### src/rtl/uart_pkg.sv
`default_nettype none
// +--------------------------------------------------------------------------+
// | uart_pkg : shared UART state encoding, parity codes and helpers           |
// | Revision : 1.0                                                           |
// +--------------------------------------------------------------------------+
package uart_pkg;

  typedef enum logic [2:0] {
    ST_IDLE      = 3'd0,
    ST_START     = 3'd1,
    ST_DATA      = 3'd2,
    ST_PARITY    = 3'd3,
    ST_STOP      = 3'd4,
    ST_DONE      = 3'd5,
    ST_WAIT_HIGH = 3'd6
  } uart_state_t;

  localparam int PARITY_NONE = 0;
  localparam int PARITY_ODD  = 1;
  localparam int PARITY_EVEN = 2;

  function automatic logic majority3(input logic a, input logic b, input logic c);
    return (a & b) | (a & c) | (b & c);
  endfunction

endpackage
`default_nettype wire

### src/rtl/uart_rx_sampler.sv
`default_nettype none
// +--------------------------------------------------------------------------+
// | uart_rx_sampler : 2-flop synchroniser, falling-edge detect, 3-sample vote |
// | Revision : 1.0                                                           |
// +--------------------------------------------------------------------------+
module uart_rx_sampler
  import uart_pkg::*;
(
  input  logic clk,
  input  logic rst_n,
  input  logic serial,
  input  logic sample_en,
  output logic rx_sync,
  output logic fall,
  output logic maj
);

  logic       meta;
  logic       sync;
  logic       prev;
  logic [1:0] samples;

  always_ff @(posedge clk or negedge rst_n) begin
    if (!rst_n) begin
      meta    <= 1'b1;
      sync    <= 1'b1;
      prev    <= 1'b1;
      samples <= 2'b11;
    end else begin
      meta <= serial;
      sync <= meta;
      prev <= sync;
      if (sample_en) samples <= {samples[0], sync};
    end
  end

  // The two stored samples plus the live value form the three votes.
  assign rx_sync = sync;
  assign fall    = prev & ~sync;
  assign maj     = majority3(samples[1], samples[0], sync);

endmodule
`default_nettype wire

### src/rtl/uart_rx_cfg.sv
`default_nettype none
// +--------------------------------------------------------------------------+
// | uart_rx_cfg : configurable UART receiver (data bits, parity, stop bits)   |
// | Revision : 1.0                                                           |
// +--------------------------------------------------------------------------+
module uart_rx_cfg
  import uart_pkg::*;
#(
  parameter int CLOCKS_PER_BIT = 217,
  parameter int DATA_BITS      = 8,
  parameter int PARITY         = 0,
  parameter int STOP_BITS      = 1
) (
  input  logic                 i_Clk,
  input  logic                 i_Rst_L,
  input  logic                 i_RX_Serial,
  output logic                 o_RX_DV,
  output logic [DATA_BITS-1:0] o_RX_Byte,
  output logic                 o_Parity_Err,
  output logic                 o_Frame_Err,
  output logic                 o_Busy
);

  localparam int               CNT_W   = $clog2(CLOCKS_PER_BIT);
  localparam logic [CNT_W-1:0] MID     = CNT_W'((CLOCKS_PER_BIT - 1) / 2);
  localparam logic [CNT_W-1:0] LAST    = CNT_W'(CLOCKS_PER_BIT - 1);
  localparam logic             PAR_REQ = (PARITY == PARITY_ODD);

  generate
    if (CLOCKS_PER_BIT < 8 || CLOCKS_PER_BIT > 65535) begin : g_bad_cpb
      $error("uart_rx_cfg: CLOCKS_PER_BIT must be 8..65535");
    end
    if (DATA_BITS < 5 || DATA_BITS > 9) begin : g_bad_data_bits
      $error("uart_rx_cfg: DATA_BITS must be 5..9");
    end
    if (PARITY < 0 || PARITY > 2) begin : g_bad_parity
      $error("uart_rx_cfg: PARITY must be 0, 1 or 2");
    end
    if (STOP_BITS < 1 || STOP_BITS > 2) begin : g_bad_stop_bits
      $error("uart_rx_cfg: STOP_BITS must be 1 or 2");
    end
  endgenerate

  uart_state_t          state, state_nxt;
  logic [CNT_W-1:0]     cnt, cnt_nxt;
  logic [3:0]           bit_idx, idx_nxt;
  logic [DATA_BITS-1:0] shadow, shadow_nxt;
  logic                 perr, perr_nxt;
  logic                 ferr, ferr_nxt;
  logic                 load;

  logic                 rx_sync;
  logic                 fall;
  logic                 maj;
  logic                 sampling;
  logic                 sample_en;
  logic [CNT_W-1:0]     target;
  logic                 at_target;

  uart_rx_sampler u_sampler (
    .clk       (i_Clk),
    .rst_n     (i_Rst_L),
    .serial    (i_RX_Serial),
    .sample_en (sample_en),
    .rx_sync   (rx_sync),
    .fall      (fall),
    .maj       (maj)
  );

  // START decides mid-bit; every later bit is a full bit period away.
  assign target    = (state == ST_START) ? MID : LAST;
  assign at_target = (cnt == target);
  assign sampling  = (state == ST_START) || (state == ST_DATA) ||
                     (state == ST_PARITY) || (state == ST_STOP);
  assign sample_en = sampling &&
                     ((cnt == target - CNT_W'(2)) || (cnt == target - CNT_W'(1)));
  assign o_Busy    = (state != ST_IDLE);

  always_ff @(posedge i_Clk or negedge i_Rst_L) begin
    if (!i_Rst_L) begin
      state        <= ST_IDLE;
      cnt          <= '0;
      bit_idx      <= '0;
      shadow       <= '0;
      perr         <= 1'b0;
      ferr         <= 1'b0;
      o_RX_DV      <= 1'b0;
      o_RX_Byte    <= '0;
      o_Parity_Err <= 1'b0;
      o_Frame_Err  <= 1'b0;
    end else begin
      state   <= state_nxt;
      cnt     <= cnt_nxt;
      bit_idx <= idx_nxt;
      shadow  <= shadow_nxt;
      perr    <= perr_nxt;
      ferr    <= ferr_nxt;
      o_RX_DV <= load;
      if (load) begin
        o_RX_Byte    <= shadow_nxt;
        o_Parity_Err <= perr_nxt;
        o_Frame_Err  <= ferr_nxt;
      end
    end
  end

  always_comb begin
    state_nxt  = state;
    cnt_nxt    = cnt + CNT_W'(1);
    idx_nxt    = bit_idx;
    shadow_nxt = shadow;
    perr_nxt   = perr;
    ferr_nxt   = ferr;
    load       = 1'b0;
    case (state)
      ST_IDLE: begin
        cnt_nxt  = '0;
        idx_nxt  = '0;
        perr_nxt = 1'b0;
        ferr_nxt = 1'b0;
        if (fall) state_nxt = ST_START;
      end
      ST_START: begin
        if (at_target) begin
          cnt_nxt   = '0;
          state_nxt = maj ? ST_IDLE : ST_DATA;
        end
      end
      ST_DATA: begin
        if (at_target) begin
          cnt_nxt    = '0;
          shadow_nxt = {maj, shadow[DATA_BITS-1:1]};
          if (bit_idx == 4'(DATA_BITS - 1)) begin
            idx_nxt   = '0;
            state_nxt = (PARITY != PARITY_NONE) ? ST_PARITY : ST_STOP;
          end else begin
            idx_nxt = bit_idx + 4'd1;
          end
        end
      end
      ST_PARITY: begin
        if (at_target) begin
          cnt_nxt   = '0;
          perr_nxt  = ((^shadow) ^ maj) != PAR_REQ;
          state_nxt = ST_STOP;
        end
      end
      ST_STOP: begin
        if (at_target) begin
          cnt_nxt  = '0;
          ferr_nxt = ferr | ~maj;
          if (bit_idx == 4'(STOP_BITS - 1)) begin
            idx_nxt   = '0;
            load      = 1'b1;
            state_nxt = ST_DONE;
          end else begin
            idx_nxt = bit_idx + 4'd1;
          end
        end
      end
      ST_DONE: begin
        // Outputs were loaded on entry, so the strobe is visible during DONE.
        cnt_nxt   = '0;
        state_nxt = ferr ? ST_WAIT_HIGH : ST_IDLE;
      end
      ST_WAIT_HIGH: begin
        cnt_nxt = '0;
        if (rx_sync) state_nxt = ST_IDLE;
      end
      default: begin
        cnt_nxt   = '0;
        idx_nxt   = '0;
        state_nxt = ST_IDLE;
      end
    endcase
  end

endmodule
`default_nettype wire

### config.mk
export PLATFORM = sky130hd
export DESIGN_NAME = uart_rx_cfg
export DESIGN_NICKNAME = d
export VERILOG_FILES = /design/src/rtl/uart_pkg.sv /design/src/rtl/uart_rx_sampler.sv /design/src/rtl/uart_rx_cfg.sv
export SDC_FILE = /design/constraint.sdc
export NUM_CORES = 1
export LEC_CHECK = 0
export CORE_ASPECT_RATIO = 1.25
export CORE_UTILIZATION = 39
export DETAILED_ROUTE_END_ITERATION = 10
export GPL_TIMING_DRIVEN = 0
export PLACE_DENSITY = 0.57
export SYNTH_ARGS = -nofsm -noshare
export SYNTH_HDL_FRONTEND = slang
export SYNTH_SLANG_ARGS = --single-unit
### constraint.sdc
create_clock -name i_Clk -period 2.5 [get_ports i_Clk]
set_input_delay 0.625 -clock i_Clk [delete_from_list [all_inputs] [get_ports i_Clk]]
set_output_delay 0.625 -clock i_Clk [all_outputs]
set_load 0.01 [all_outputs]
-- Word-level counts from Yosys, hierarchy flattened
Cells that the tools add are included.
- register bits: 41
- input port bits: 3
- output and inout port bits: 12
- word-level logic and storage cells: 88
- $add $sub $neg: 4
- equal/unequal tests: 18
- mux-type cells: 28
- bitwise operators: 11
- reductions and logical operators: 13
- operator list (kind ; number):
    2-to-1 mux 8 bit ; 5
    2-to-1 mux 3 bit ; 9
    == test 8 bit ; 3
    one-hot mux 3 bit (7 select lines) ; 1
    2-to-1 mux 4 bit ; 4
    one-hot mux 4 bit (3 select lines) ; 1
    != test 2 bit (second input constant) ; 5
    == test 3 bit (second input constant) ; 3
    adder 8 x 1 -> 8 bit (second input constant) ; 1
    AND reduction 8 bit ; 1
    OR reduction 4 bit ; 2
    XOR reduction 8 bit ; 1
    subtractor 8 x 1 -> 8 bit (second input constant) ; 1
    subtractor 8 x 2 -> 8 bit (second input constant) ; 1
    == test 3 x 2 -> 1 bit (second input constant) ; 2
    != test 2 x 1 -> 1 bit (second input constant) ; 3
    2-to-1 mux 1 bit ; 5
    adder 4 x 1 -> 4 bit (second input constant) ; 1
    bitwise AND 1 bit ; 4
    == test 4 x 3 -> 1 bit (second input constant) ; 1
    zero test 4 bit ; 1
    logical OR 1 bit ; 4
    one-hot mux 1 bit (2 select lines) ; 2
    == test 3 x 1 -> 1 bit (second input constant) ; 1
    8 further kinds ; 12

-- Depth between registers and ports, before layout
Gate-level depths: netlist of the first run.
- depth in word-level cells: 7
- mapped depth: 8
- gate-level depth less buffers: 7

-- Modules after synthesis
A second synthesis of the first run with hierarchy kept.
- cell total of the unflattened synthesis: 194
- area, all modules: 2147.1 um2
- by module, submodules not included (module ; times used ; cells each ; area an instance (um2) ; sequential area each (um2)):
    uart_rx_cfg ; 1 ; 185 ; 1975.6 ; 900.9
    uart_rx_sampler ; 1 ; 9 ; 171.4 ; 131.4

-- Worst setup path after synthesis of the first run
OpenSTA, ideal clock, no wires.
- kind: reg-to-reg
- from: register cnt[0]
- to: register o_RX_Byte[1]
- library setup time: 0.128 ns
- arrival time: 2.041 ns
- data required time: 2.372 ns
- slack: 0.331 ns
- cell stages (with the launch flop): 8
- path buffers: 0
- clock period less this slack: 2.169 ns
- cell sequence: dfrtp_1 > inv_1 > ha_1 > nand3b_1 > or3_4 > nor3_4 > mux2_2 > mux2_1
- word-level cells in the longest chain between the ends: 3
- elaborated cells on any way between the ends: 5
- those cells by class: eq/ne: 1; mux: 4
- RTL lines (item ; line ; text):
    start, declared ; uart_rx_cfg.sv:45 ; logic [CNT_W-1:0] cnt, cnt_nxt;
    start signal, assigned ; uart_rx_cfg.sv:93 ; cnt <= cnt_nxt;
    == test 8 bit ; uart_rx_cfg.sv:72 ; assign at_target = (cnt == target);
    2-to-1 mux 8 bit ; uart_rx_cfg.sv:130 ; if (at_target) begin
    2-to-1 mux 8 bit ; uart_rx_cfg.sv:115 ; case (state)
    via shadow_nxt[1] ; uart_rx_cfg.sv:47 ; logic [DATA_BITS-1:0] shadow, shadow_nxt;
    end signal, assigned ; uart_rx_cfg.sv:100 ; o_RX_Byte <= shadow_nxt;
    end, declared ; uart_rx_cfg.sv:18 ; output logic [DATA_BITS-1:0] o_RX_Byte,
The timed path passes the listed nets, and every way through them passes these cells.
A chain may end at the register's enable or synchronous reset.

-- Final worst setup path of the first run
- from: register cnt[0]
- to: register o_RX_Byte[0]
The elaborated chain is that of the path after synthesis.

==> results of run 1 <==
==> worst max-delay path: cells and delay by family, from the launching register on <==
kind	cells	cell delay [ns]
simple gates	3	0.77
fa+ha+maj	1	0.18
buf+inv	2	0.25
flops	1	0.42
mux	2	0.65
==> registers in the layout (all words and copies together) (netlist names) <==
name	count
cnt	8
o_RX_Byte	8
shadow	8
bit_idx	4
state	3
u_sampler.samples	2
ferr	1
o_Frame_Err	1
o_Parity_Err	1
o_RX_DV	1
perr	1
u_sampler.meta	1
u_sampler.prev	1
u_sampler.rx_sync	1
==> power breakdown <==
group,total (µW),internal (µW),switching (µW)
logic,622,239,384
clock network,538,299,239
registers,787,716,71.2
==> final timing paths <==
path	startpoint	to	slack, ns	depth (start not counted)
min in group asynchronous	i_Rst_L	cnt[7]	0.45	1
worst max register to register	cnt[0]	o_RX_Byte[0]	0.12	8
max in group asynchronous	i_Rst_L	perr	1.48	1
worst min register to register	u_sampler.meta	u_sampler.rx_sync	0.36	0
worst min-delay path	u_sampler.meta	u_sampler.rx_sync	0.36	0
worst max-delay path	cnt[0]	o_RX_Byte[0]	0.12	8
==> stage by stage <==
step | hold slack [ns] | setup WS (ns) | TNS [ns]
after CTS | 0.3597 | 0.04001 | 0
after detailed placement | 0.3476 | 0.07311 | 0
after global placement | 0.3471 | -0.1789 | -6.367
final | 0.3575 | 0.1233 | 0
after global routing | 0.3623 | -0.01344 | -0.02157
after floorplan | 0.3294 | 0.3314 | 0
==> Yosys cell counts (2+ instances only) <==
cell,count,area (µm²)
nand3_1,10,50.05
inv_1,9,33.78
xor2_1,4,35.03
dfstp_2,5,131.4
mux2_2,10,112.6
o21ai_0,7,35.03
nand3b_1,2,15.01
maj3_1,2,20.02
mux2_1,10,112.6
ha_1,5,62.56
xnor2_1,10,87.58
nor2b_1,2,12.51
clkbuf_1,4,15.01
nand2_1,9,33.78
mux2i_1,2,20.02
a31oi_1,2,12.51
nor3_1,2,10.01
nand2b_1,4,25.02
a2bb2oi_1,2,17.52
nor2_1,16,60.06
dfrtp_1,36,900.9
a21oi_1,10,50.05
o2111ai_1,2,17.52
and3_1,4,25.02
==> repair_timing <==
item	CTS	global route
pin swaps	0	1
buffers inserted	0	3
setup endpoints to repair	1	10
gates resized for setup	4	2
==> area by class of cell <==
| cell class | count | area, µm² | area share |
|---|---|---|---|
| multi-input combinational | 136 | 1047 | 0.4172 |
| tap | 62 | 77.57 | 0.03091 |
| inverter | 9 | 33.78 | 0.01346 |
| clock buffer | 5 | 68.82 | 0.02742 |
| buffer | 6 | 33.78 | 0.01346 |
| timing repair buffer | 17 | 172.7 | 0.06879 |
| clock inverter | 3 | 43.79 | 0.01745 |
| sequential | 41 | 1032 | 0.4113 |
==> layer usage <==
layer | vias up | GRT usage
met2 | 20 | 0.2576
li1 | 729 | -
met4 | 0 | 0.07386
met3 | 4 | 0.03125
met5 | - | 0
met1 | 749 | 0.2167
==> cell families (layout without fill, tap and decap cells) <==
| group | after synthesis | count (layout) | synth area share |
|---|---|---|---|
| AO/OA/AOI/OAI | 30 | 30 | 0.09636 |
| XOR/XNOR | 14 | 14 | 0.05758 |
| adder cells (fa/ha/maj) | 7 | 7 | 0.03878 |
| buffers and inverters | 15 | 40 | 0.02879 |
| flip-flops | 41 | 41 | 0.4847 |
| multiplexers | 23 | 23 | 0.1216 |
| AND/OR/NAND/NOR | 62 | 62 | 0.1722 |
==> impl_metrics.toml, run 1 <==
[route]
drcViolationCount = 0
routedWlPerCell_um = 14.99
wl_met3_um = 116
dr.max_layer_used = "met4"
vias_per_cell = 5.384
routed_wl_mm = 4.182
drt-pass1-iter-count = 4
ant_nets = 0
wl_met1_mm = 1.881
drtIter0Drc = 46
route.met2.wl_mm = 2.123
vias = 1502

[timing]
clock_skew_ns = 0.007285
fin_crit_sh = 0.9507
hold_violations = 0
slew_viol_final = 0
worstMarginPinSlew_ns = 0.9064
period_minus_slack_ns = 2.377
setup_violations = 0
timing.fmax_mhz = 420.7
relSlewSlack = 0.3957

[logic_synthesis]
ys_seq_elements = 41
syn_area_um2 = 2130
synth-seq-area-share = 0.4847
synth_cells = 192
ys_types = 47
yosys_warnings = 0
syn_avg_cell_area_um2 = 11.09
synthArstFlopShare = 1.000
ys.flop_type = "dfrtp_1"
synth_edf_count = 0
syn-num-nets = 200

[clock_tree]
clk_pin_slew_ns = 0.08
cts_hold_buffers = 0
clockRootBuffer = "clkbuf_8"
max-clock-path-buffers = 2
clkSinkCount = 41
htree_levels = 2
clk-insertion-delay-late_ns = 0.30
tritoncts = "yes"
cts_inserted_buffers = 5

[finish]
nFillCells = 499
antenna_cells = 0
utilization = 0.4871
final_common_cell = "dfrtp_1"
drive_gt1_frac = 0.1935
syn_to_final_growth_pct = 17.86
fin_nets = 224
most-common-layout-cells = "dfrtp_1 (36), nor2_1 (15), clkdlybuf4s50_1 (12)"
postLayoutCellArea_um2 = 2510
final_cells = 279

[pwr]
finalPower_uw = 1948
p_leak_uw = 0.001082
peakVddDrop_v = 0.0005309
power_density_nw_per_um2 = 776.1

[global_routing]
grt_pass1_vias = 1503
grt_max_degree = 42
grt_pass1_wl_mm = 7.148
grt-ovfl-total = 0
antenna_found_initial = 0
gr-usage-all-layers = 0.1649

[placement]
port_buffers = 14
placed_cell_area_um2 = 2342
hpwlAfterDp_mm = 3.057
place_inst = 268
place.gp.congestion = 0.8528

[critical_path]
cp_cell_sequence = "inv_1, ha_1, nand3b_1, or3_4, nor3_4, buf_12, mux2_2, mux2_1"
cp.arrival_ns = 2.55
max_stage_delay_ns = 0.42
crit_path_end_kind = "flop"
required_ns = 2.68
worst_path_max_delay_cell = "dfrtp_1"
start_kind = "flop"
critical_path_class = "reg -> reg"
path_max_fanout = 8

[floorplan]
fp.dieH_um = 84.62
start_util = 0.4133
io_pins = 15
row_count = 29
coreArea_um2 = 5152
die_w_um = 68.10
dieArea_um2 = 5762

[run]
maxCapViolCount = 0

[min_path]
hold_class = "reg -> reg"

[run_status]
status = "completed"
Note: power is estimated with default switching activity, not from simulation.
==> inputs of run 2 (changes only) <==
Settings changed: HOLD_SLACK_MARGIN set to 0.05, MAX_ROUTING_LAYER set to met4.
==> run 2 against run 1 <==
Sequential power is essentially flat. Clock-buffer cell count stayed put. Die area is the same. Register-to-register slack is essentially flat. Via count up 0.47%. First-iteration DRC count increased by 4.3%. Largest cell class unchanged. Combinational power barely moved. Largest power group unchanged. Critical path depth unchanged. Utilization unchanged. Wire length increased by 0.53%. Maximum frequency hardly changed. Hold slack about the same.
==> impl_metrics.toml, run 2 (synthesis results as in run 1) <==
[run_status]
status = "completed"

[critical_path]
critical_path_class = "reg -> reg"
rrSetupSlack_ns = 0.12
cp_cell_sequence = "inv_1, ha_1, nand3b_1, or3_4, nor3_4, buf_12, mux2_2, mux2_1"
cp.arrival_ns = 2.56
required_ns = 2.68
crit_buf_inv = 2
cp_top_family = "simple AND/OR/NAND/NOR gates"
crit_path_end_kind = "flop"
path_max_fanout = 8
max_stage_delay_ns = 0.43
start_kind = "flop"
startpoint = "cnt[0]"
cp-endpoint = "o_RX_Byte[0]"
r2r-end = "o_RX_Byte[0]"
worst_path_max_delay_cell = "dfrtp_1"
crit_cells = 8
reg2reg_from = "cnt[0]"
r2r_cells = 8

[finish]
final_common_cell = "dfrtp_1"
drive_gt1_frac = 0.1935
fin_nets = 224
most-common-layout-cells = "dfrtp_1 (36), nor2_1 (15), clkdlybuf4s50_1 (12)"
syn_to_final_growth_pct = 17.86
postLayoutCellArea_um2 = 2510
antenna_cells = 0
utilization = 0.4871
top_regs = "cnt: 8 flops, o_RX_Byte: 8 flops, shadow: 8 flops"
final_cells = 279

[clock_tree]
clkSinkCount = 41
max-clock-path-buffers = 2
cts_inserted_buffers = 5
clockRootBuffer = "clkbuf_8"
clk_pin_slew_ns = 0.08
clk-insertion-delay-late_ns = 0.30
cts_hold_buffers = 0
htree_levels = 2
tritoncts = "yes"

[floorplan]
fp.dieH_um = 84.62
io_pins = 15
coreArea_um2 = 5152
dieArea_um2 = 5762
start_util = 0.4133
row_count = 29
die_w_um = 68.10

[timing]
period_minus_slack_ns = 2.378
slew_viol_final = 0
hold_violations = 0
fin_crit_sh = 0.9511
relSlewSlack = 0.3953
setup_violations = 0
timing.fmax_mhz = 420.6
worstMarginPinSlew_ns = 0.9070
finalSetupTns_ns = 0
clock_skew_ns = 0.006569

[placement]
place.gp.congestion = 0.8663
hpwlAfterDp_mm = 3.057
place_inst = 268
placed_cell_area_um2 = 2342
port_buffers = 14

[route]
ant_nets = 0
drcViolationCount = 0
routed_wl_mm = 4.204
drtIter0Drc = 48
vias = 1509
routedWlPerCell_um = 15.07
vias_per_cell = 5.409
drt-pass1-iter-count = 4

[global_routing]
grt_pass1_vias = 1502
grt_pass1_wl_mm = 7.148
busiest_layer = "met2"
gr-usage-all-layers = 0.1697
use_met3 = 0.03125
grt_max_degree = 42
antenna_found_initial = 0
grt_use_met2 = 0.2567
use_met1 = 0.2176
grt-ovfl-total = 0

[min_path]
hold_class = "reg -> reg"

[pwr]
p_leak_uw = 0.001082
peakVddDrop_v = 0.0005308
power_density_nw_per_um2 = 777.6

[run]
maxCapViolCount = 0
==> run 2: through the flow <==
stage	hold WS, ns	setup slack [ns]	total power (µW)
finish	0.3579	0.1223	1952
global route	0.3622	-0.01298	2073
detailed placement	0.3476	0.07311	1404
CTS	0.3597	0.04001	1961
floorplan	0.3294	0.3314	1237
global placement	0.3471	-0.1789	1389
==> run 2: how the worst min path moves through the flow <==
stage | from | end | slack (ns) | cells after the start
3_5_place_dp | u_sampler.meta | u_sampler.rx_sync | 0.35 | 0
5_1_grt | u_sampler.meta | u_sampler.rx_sync | 0.36 | 0
6_report | u_sampler.meta | u_sampler.rx_sync | 0.36 | 0
2_1_floorplan | i_Rst_L | bit_idx[0] | 0.33 | 0
4_1_cts | u_sampler.meta | u_sampler.rx_sync | 0.36 | 0
3_3_place_gp | u_sampler.meta | u_sampler.rx_sync | 0.35 | 0
==> run 2: report_power, final <==
part / switching, µW / leakage, µW / internal [µW] / total [µW]
clock network: 241 / 0.0000585 / 299 / 540
registers: 71.4 / 0.000548 / 716 / 787
logic: 386 / 0.000475 / 239 / 624
total: 698 / 0.00108 / 1250 / 1950
==> run 2: final cells by class <==
cell class / instances / area [µm²]
inverters: 9 / 33.78
repair buffers: 17 / 172.7
flip-flops and latches: 41 / 1032
clock inverters: 3 / 43.79
clock buffers: 5 / 68.82
multi-input cells: 136 / 1047
well taps: 62 / 77.57
plain buffers: 6 / 33.78
fillers: 499 / 2643
==> run 2: per-layer routing <==
layer / vias to the layer above / routed length [µm] / share of wire
li1: 730 / - / -
met1: 755 / 1919 / 0.46
met2: 20 / 2109 / 0.50
met3: 4 / 111 / 0.026
met4: 0 / 63 / 0.015
met5: - / 0 / 0
==> run 2: worst reg2reg max path: stages, from the launching register on <==
cell and delay [ns]:
dfrtp_1 0.43, inv_1 0.10, ha_1 0.18, nand3b_1 0.15, or3_4 0.39, nor3_4 0.23, buf_12 0.15, mux2_2 0.35
mux2_1 0.30
==> run 2: what timing repair did <==
item	CTS	global route
resized for setup	4	2
setup endpoints to repair	1	10
pin swaps	0	1
setup buffers	0	3
==> inputs of run 3 (changes only) <==
Settings changed: ABC_AREA set to 1, TNS_END_PERCENT set to 30.
==> run 3 against run 2 <==
Sequential power down 1%. Via count up 8.7%. Die area up 1.7%. Critical path type is now reg -> out. Largest cell class is now sequential cells.
==> impl_metrics.toml, run 3 <==
[run_status]
status = "completed"

[route]
vias_per_cell = 4.784
vias = 1641
drtIter0Drc = 67
drt-pass1-iter-count = 4
routed_wl_mm = 3.853
ant_nets = 0
drcViolationCount = 0
routedWlPerCell_um = 11.23

[timing]
slew_viol_final = 0
clock_skew_ns = 0.008293
fin_crit_sh = 0.9103
period_minus_slack_ns = 2.276
timing.fmax_mhz = 439.4
setup_violations = 0
hold_violations = 0
rsz0062_at_grt = "false"
worstMarginPinSlew_ns = 0.5357
relSlewSlack = 0.6429

[global_routing]
antenna_found_initial = 0
grt_pass1_wl_mm = 6.920
grt_max_degree = 22
grt_pass1_vias = 1613
gr-usage-all-layers = 0.1624
grt-ovfl-total = 0

[finish]
final_cells = 343
final_common_cell = "nand2_1"
fin_nets = 288
top_regs = "cnt: 8 flops, o_RX_Byte: 8 flops, shadow: 8 flops"
most-common-layout-cells = "nand2_1 (68), inv_1 (38), dfrtp_1 (36), o21ai_1 (17), nor2_1 (15)"
utilization = 0.4811
syn_to_final_growth_pct = 16.06
drive_gt1_frac = 0.1673
antenna_cells = 0

[critical_path]
start_kind = "flop"
critical_path_class = "reg -> out"
reg2reg_from = "cnt[0]"
cp_cell_sequence = "nor2_2, nand2_1, clkdlybuf4s50_1"
startpoint = "state[1]"
path_max_fanout = 7
crit_path_end_kind = "output port"
max_stage_delay_ns = 0.51
worst_path_max_delay_cell = "clkdlybuf4s50_1"
cp.arrival_ns = 1.65
required_ns = 1.88

[floorplan]
row_count = 29
start_util = 0.4145
coreArea_um2 = 5225
io_pins = 15
dieArea_um2 = 5857
fp.dieH_um = 85.32
die_w_um = 68.66

[logic_synthesis]
yosys-top-cells-count = "nand2_1 (68), inv_1 (38), dfrtp_1 (36)"
yosys_warnings = 0
synth-seq-area-share = 0.4766
syn_avg_cell_area_um2 = 8.395
yosysMostFrequentCell = "nand2_1"
ys_seq_elements = 41
synth_edf_count = 0
synth_top_area_frac = 0.4159
ys.flop_type = "dfrtp_1"
ys_types = 29
syn-num-nets = 266
synthArstFlopShare = 1.000
synth_cells = 258
syn_area_um2 = 2166
synth_area_leaders = "dfrtp_1 (42%), nand2_1 (12%), inv_1 (6.6%)"
synth_top_area_cell = "dfrtp_1"

[placement]
place.gp.congestion = 0.8003
hpwlAfterDp_mm = 2.867
place_inst = 335
port_buffers = 14

[clock_tree]
postCtsSetupBuffers = 0
cts_resized = 0
cts_inserted_buffers = 5
clkSinkCount = 41
htree_levels = 2
tritoncts = "yes"
clockRootBuffer = "clkbuf_8"
clk-insertion-delay-late_ns = 0.29
cts_hold_buffers = 0
clk_pin_slew_ns = 0.08
max-clock-path-buffers = 2

[pwr]
p_leak_uw = 0.001275
peakVddDrop_v = 0.0004785
power_density_nw_per_um2 = 731.9

[run]
maxCapViolCount = 0

[min_path]
hold_class = "in -> async"
run 3: logic make-up after synthesis:
family / after synthesis / synth area share
compound gates: 40 / 0.1184
xor+xnor: 6 / 0.02426
fa+ha+maj: 5 / 0.02889
buf+inv: 44 / 0.08146
flops: 41 / 0.4766
simple gates: 122 / 0.2704
run 3: critical path, delay by kind of cell (launching register included):
| kind | cells | cell delay [ns] |
|---|---|---|
| simple gates | 2 | 0.37 |
| flops | 1 | 0.48 |
| buf+inv | 1 | 0.51 |
run 3: final cells by class:
| class | count | area (µm²) |
|---|---|---|
| multi-input cells | 173 | 957.2 |
| plain buffers | 2 | 18.77 |
| repair buffers | 15 | 162.7 |
| clock buffers | 6 | 72.57 |
| inverters | 42 | 157.7 |
| fillers | 552 | 2711 |
| well taps | 62 | 77.57 |
| flip-flops and latches | 41 | 1032 |
| clock inverters | 2 | 35.03 |
run 3: path summary, 6_finish.rpt:
check,to,slack (ns),cells after the start
max,o_Busy,0.22,3
min,o_RX_Byte[3],0.30,1
max reg2reg,o_RX_Byte[7],0.74,9
min reg2reg,u_sampler.rx_sync,0.35,0
max in group asynchronous,u_sampler.prev,1.62,2
min in group i_Clk,u_sampler.rx_sync,0.35,0
run 3: metrics by stage:
step / setup TNS [ns] / total power, µW / setup WS (ns) / area (µm²) / hold slack (ns)
2_1_floorplan: 0 / 1183 / 0.9022 / 2166 / 0.3294
3_3_place_gp: -10.32 / 1318 / -0.2881 / 2384 / 0.3501
3_5_place_dp: 0 / 1326 / 0.5621 / 2406 / 0.3503
4_1_cts: 0 / 1868 / 0.2236 / 2514 / 0.3166
5_1_grt: 0 / 1976 / 0.1145 / 2514 / 0.3373
6_report: 0 / 1840 / 0.2243 / 2514 / 0.3033
run 3: report_power, final:
part / switching, µW / internal (µW) / leakage (µW)
Combinational: 357 / 175 / 0.000671
Clock: 233 / 297 / 0.0000552
Sequential: 62.5 / 715 / 0.000549
Total: 653 / 1190 / 0.00128
run 3: per-layer routing:
metal,track usage,wire (µm),vias up
met5,-,0,-
met4,0.06250,48,0
met3,0.03629,91,4
met2,0.2620,1876,17
met1,0.1919,1836,758
li1,-,-,862
